===== config.mk =====
export PLATFORM = sky130hd
export DESIGN_NAME = mul_int64_dotacc
export DESIGN_NICKNAME = d
export VERILOG_FILES = /design/src/rtl/mul_int64_dotacc.sv
export SDC_FILE = /design/constraint.sdc
export NUM_CORES = 1
export LEC_CHECK = 0
export ABC_AREA = 1
export CAP_MARGIN = 0
export CORE_AREA = 2 2 152 154
export DETAILED_ROUTE_END_ITERATION = 8
export DIE_AREA = 0 0 154 156
export GPL_ROUTABILITY_DRIVEN = 0
export GPL_TIMING_DRIVEN = 0
export HOLD_SLACK_MARGIN = 0.02
export PLACE_DENSITY = 0.87
export SYNTH_ARGS = -nofsm -noshare
export SYNTH_HDL_FRONTEND = slang
export SYNTH_SLANG_ARGS = --single-unit

===== constraint.sdc =====
create_clock -name clk -period 2.7 [get_ports clk]
set_input_delay 0.405 -clock clk [delete_from_list [all_inputs] [get_ports clk]]
set_output_delay 0.405 -clock clk [all_outputs]
set_load 0.05 [all_outputs]

===== src/rtl/mul_int64_dotacc.sv =====
// Dot-product accumulator behind the 64-bit multiplier: sums a packet of products
// modulo 2^WIDTH and emits one result per packet. Optional: MUL_INT64_DOTACC_OVF_EN adds out_ovf.
//
// state | meaning
// ACC   | accepting product beats into the running sum
// OUT   | holding the packet result until downstream takes it
module mul_int64_dotacc #(
  parameter int WIDTH = 64,
  parameter int CNT_W = 8
) (
  input  logic             clk,
  input  logic             rst,
  input  logic             in_valid,
  output logic             in_ready,
  input  logic [WIDTH-1:0] in_data,
  input  logic             in_last,
  output logic             out_valid,
  input  logic             out_ready,
  output logic [WIDTH-1:0] out_data,
`ifdef MUL_INT64_DOTACC_OVF_EN
  output logic [CNT_W-1:0] out_count,
  output logic             out_ovf
`else
  output logic [CNT_W-1:0] out_count
`endif
);

  typedef enum logic {S_ACC = 1'b0, S_OUT = 1'b1} state_t;

  state_t           state_q, state_d;
  logic [WIDTH-1:0] acc_q, acc_d;
  logic [WIDTH-1:0] res_q, res_d;
  logic [CNT_W-1:0] cnt_q, cnt_d;
  logic [CNT_W-1:0] res_cnt_q, res_cnt_d;
  logic [CNT_W-1:0] cnt_inc;
  logic [WIDTH-1:0] sum;
  logic             beat_acc;

`ifdef MUL_INT64_DOTACC_OVF_EN
  logic [WIDTH:0] sum_wide;
  logic           ovf_q, ovf_d;
  logic           res_ovf_q, res_ovf_d;

  always_comb begin
    sum_wide = {1'b0, acc_q} + {1'b0, in_data};
    sum      = sum_wide[WIDTH-1:0];
  end
`else
  always_comb begin
    sum = acc_q + in_data;
  end
`endif

  // State register
  always_ff @(posedge clk) begin
    if (rst) begin
      state_q <= S_ACC;
    end else begin
      state_q <= state_d;
    end
  end

  // Next-state logic
  always_comb begin
    state_d = state_q;
    case (state_q)
      S_ACC:   if (in_valid && in_last) state_d = S_OUT;
      S_OUT:   if (out_ready) state_d = S_ACC;
      default: state_d = S_ACC;
    endcase
  end

  // Handshake outputs are pure functions of state
  always_comb begin
    in_ready  = (state_q == S_ACC);
    out_valid = (state_q == S_OUT);
  end

  // Datapath
  always_comb begin
    beat_acc  = in_valid && in_ready;
    cnt_inc   = (&cnt_q) ? cnt_q : cnt_q + CNT_W'(1);
    acc_d     = acc_q;
    cnt_d     = cnt_q;
    res_d     = res_q;
    res_cnt_d = res_cnt_q;
    if (beat_acc) begin
      if (in_last) begin
        res_d     = sum;
        res_cnt_d = cnt_inc;
        acc_d     = '0;
        cnt_d     = '0;
      end else begin
        acc_d = sum;
        cnt_d = cnt_inc;
      end
    end
  end

`ifdef MUL_INT64_DOTACC_OVF_EN
  // Sticky carry flag for the packet in flight; the last beat's carry goes straight to the result
  always_comb begin
    ovf_d     = ovf_q;
    res_ovf_d = res_ovf_q;
    if (beat_acc) begin
      if (in_last) begin
        res_ovf_d = ovf_q | sum_wide[WIDTH];
        ovf_d     = 1'b0;
      end else begin
        ovf_d = ovf_q | sum_wide[WIDTH];
      end
    end
  end

  always_ff @(posedge clk) begin
    if (rst) begin
      ovf_q     <= 1'b0;
      res_ovf_q <= 1'b0;
    end else begin
      ovf_q     <= ovf_d;
      res_ovf_q <= res_ovf_d;
    end
  end

  assign out_ovf = res_ovf_q;
`endif

  always_ff @(posedge clk) begin
    if (rst) begin
      acc_q     <= '0;
      cnt_q     <= '0;
      res_q     <= '0;
      res_cnt_q <= '0;
    end else begin
      acc_q     <= acc_d;
      cnt_q     <= cnt_d;
      res_q     <= res_d;
      res_cnt_q <= res_cnt_d;
    end
  end

  assign out_data  = res_q;
  assign out_count = res_cnt_q;

endmodule


==> results of run 1 <==
-- power groups by stage --
stage | Combinational, mW | Clock [mW] | Sequential, mW
2_1_floorplan | 1.05 | 0 | 2.67
3_3_place_gp | 1.91 | 0 | 2.40
3_5_place_dp | 1.95 | 0 | 2.40
4_1_cts | 1.97 | 2.35 | 2.35
5_1_grt | 2.20 | 2.43 | 2.37
6_report | 2.02 | 2.35 | 2.36
-- logic make-up after synthesis --
group                    count (synthesis)
multiplexers                             1
adder cells (fa/ha/maj)                 65
AND/OR/NAND/NOR                       1167
buffers and inverters                  463
AO/OA/AOI/OAI                          174
XOR/XNOR                                37
flip-flops                             145
-- synthesized netlist by cell type (2+ instances only) --
| cell type | n | area share (%) |
|---|---|---|
| dfxtp_1 | 145 | 25 |
| nand3b_2 | 2 | 0.20 |
| nand2_2 | 20 | 1.1 |
| nor3_1 | 13 | 0.57 |
| nand3b_1 | 9 | 0.59 |
| nand2_1 | 802 | 26 |
| inv_1 | 415 | 14 |
| xnor2_1 | 4 | 0.31 |
| nand3_2 | 6 | 0.52 |
| and2_1 | 2 | 0.11 |
| o21bai_1 | 3 | 0.20 |
| o21ai_0 | 48 | 2.1 |
| clkbuf_1 | 28 | 0.92 |
| ha_1 | 64 | 7.0 |
| a21oi_1 | 111 | 4.8 |
| nor3_2 | 7 | 0.61 |
| buf_2 | 15 | 0.65 |
| a21o_1 | 8 | 0.52 |
| inv_2 | 3 | 0.098 |
| nor2_1 | 213 | 7.0 |
| nor2_2 | 13 | 0.71 |
| nand3_1 | 74 | 3.2 |
| xor2_1 | 33 | 2.5 |
-- state kept, by name, indices dropped and copies added, names as in the netlist --
| signal | flops |
|---|---|
| cnt_q | 8 |
| out_valid | 1 |
| out_count | 8 |
| out_data | 64 |
| acc_q | 64 |
-- what timing repair did --
action                     CTS  global route
setup buffers                0             1
resized for setup            0             3
hold buffers                 0             0
setup endpoints to repair    0            11
-- final cells by class --
cell class                      instances  area, um^2
Fill cell                            2043        8539
Multi-Input combinational cell       1444        6822
Sequential cell                       145        2903
Inverter                              418        1569
Timing Repair Buffer                  142        1419
Clock buffer                           17       425.4
Tap cell                              285       356.6
Buffer                                 45       191.4
Clock inverter                         15       140.1
-- tightest hold or removal path: cells and delay by family, from the launching register on --
| kind | cells | cell delay, ps |
|---|---|---|
| DFF | 1 | 310 |
| AOI/OAI and AO/OA | 1 | 60 |
| and+or+nand+nor | 1 | 60 |
-- path summary, 6_finish.rpt --
kind / to / cells after the start
hold / removal: acc_q[32] / 2
setup / recovery: out_data[42] / 16
hold reg to reg: acc_q[32] / 2
setup reg to reg: out_data[42] / 15
-- per-layer routing --
metal  vias to the layer above  track usage [%]
li1                       6442                -
met1                      5786            39.23
met2                       754            49.63
met3                       142            7.278
met4                         0            12.77
met5                         -                0
-- per-stage QoR --
step                setup slack (ps)  cells  utilization, %  total power [mW]  TNS, ps
finish                         110.0   2511           61.82             6.727        0
global placement              -362.2   2478           59.19             4.306    -6931
CTS                            40.88   2510           61.72             6.672        0
detailed placement            -405.7   2478           59.19             4.352    -8931
global route                   2.087   2511           61.82             6.997        0
floorplan                      607.0   2052               -             3.721        0
==> flow_metrics.tcl, run 1 <==
set metrics [dict create \
    status "completed" \
    p_leak_nw 7.816 \
    ios 143 \
    p_switching_mw 2.564 \
    yosysWarnings 0 \
    initial_utilization_pct 51.28 \
    rrSetupSlack_ps 210 \
    ys_seq_area_share_pct 25.31 \
    internal-power_mw 4.163 \
    critPathTopFamily "simple AND/OR/NAND/NOR gates" \
    holdCritPathClass "reg2reg" \
    drv_cap 0 \
    cts.root.buffer_cell "clkbuf_16" \
    worstHoldStart "acc_q[32]" \
    switching_share_pct 38.12 \
    cp-end-kind "flip-flop" \
    finalSetupViolCount 0 \
    syn_to_final_growth_pct 20.54 \
    ant_nets 0 \
    nNetsFinal 2347 \
    ir_drop_mv 0.4114 \
    syn_avg_cell_area_um2 5.590 \
    place_area_um2 13240 \
    io_buffers 141 \
    synth_fa_ha_area_share_pct 7.156 \
    grt_pass1_vias 12100 \
    antenna-diode-count 0 \
    synth_cell_types 37 \
    synthSimpleGateAreaFrac_pct 41.34 \
    async_reset_ff_share_pct 0 \
    synthCells 2052 \
    hold_viol_final 0 \
    crit_fanout 3 \
    wl_met1_um 15180 \
    place_hpwl_um 29530 \
    viasPerCell 5.227 \
    worstSetupStartpointType "primary input" \
    powerDensity_nw_per_um2 486.5 \
    core_um2 22370 \
    routed_wl_um 37160 \
    synth_xor_area_share_pct 2.825 \
    worst_ep_required_time_ps 3040 \
    drt_iter0_drc 1457 \
    pwr-share-seq_pct 35.0 \
    cp_slowest_cell "clkdlybuf4s50_1" \
    grt_pass1_wl_um 58410 \
    final_common_cell "nand2_1" \
    dieArea_um2 24020 \
    track_usage_pct 30.64 \
    synth_nets 2186 \
    std_cell_rows 55 \
    vias 13120 \
    clk_latency_ps 450 \
    rsz0062_at_grt "no" \
    worstSetupPathType "in2reg" \
    wire_per_inst_um 14.80 \
    min_period_ps 2590 \
    die_h_um 156 \
    min_period_over_period_pct 95.93 \
    r2r-start "acc_q[0]" \
    wl_met3_um 4505 \
    fmax_ghz 0.3861 \
    grt_max_degree 17 \
    worstPathArrival_ps 2930 \
    cts-buffers-inserted 17 \
    path_cells "clkdlybuf4s50_1, ha_1, inv_1, fa_1, inv_1, nand3_1, nand3_1, nand3_1, nand2_1, nand2_1, nand2_1, nand2_1, nand2_1, nand2_1, nand2_1, inv_1" \
    synthMuxAreaShare_pct 0.09818 \
    p_comb_share_pct 30.1 \
    cp_num_buf_inv 4 \
    worstMarginPinSlew_ps 791.4 \
    fin_area_um2 13830 \
    wl_met2_um 15890 \
    cts_max_path_buffers 2 \
    synth_top_flop_cell "dfxtp_1" \
    drcViolationCount 0 \
    slowest_delay_ps 470 \
    layout_common_cells "nand2_1 (801), inv_1 (415), nor2_1 (213)" \
    maxSlewViolCount 0 \
    cts.htree.levels 4 \
    cts_tree "done" \
    die_x_um 154 \
    maxSlewHeadroom_pct 47.24 \
    skew_ps 11.82 \
    whs_ps 472.6 \
    critical_path.startpoint "in_data[0]" \
    ys_ff_latch 145 \
    grt_overflow 0 \
    critPathMostFrequentCell "nand2_1" \
    first_pass_iters 7 \
    synth_top_family_by_area "simple AND/OR/NAND/NOR gates" \
    clock-sinks 145 \
    synth_compound_area_share_pct 7.920 \
    drive_above_1_share_pct 4.852 \
    top_layer_used "met4" \
    path_clk_slew_ps 70 \
    antenna_found_initial 0 \
    syn_area_um2 11470 \
    p_clk_share_pct 34.9 \
    synth_edf_count 0 \
]
Note: power is estimated with default switching activity, not from simulation.
==> inputs of run 2 (changes only) <==
--- a/config.mk
+++ b/config.mk
@@ -14,6 +14,7 @@
 export GPL_TIMING_DRIVEN = 0
 export HOLD_SLACK_MARGIN = 0.02
 export PLACE_DENSITY = 0.87
+export SLEW_MARGIN = 20
 export SYNTH_ARGS = -nofsm -noshare
 export SYNTH_HDL_FRONTEND = slang
 export SYNTH_SLANG_ARGS = --single-unit
==> results of run 2 <==
Same layout as run 1: the final DEF is identical, and so are final timing and power.
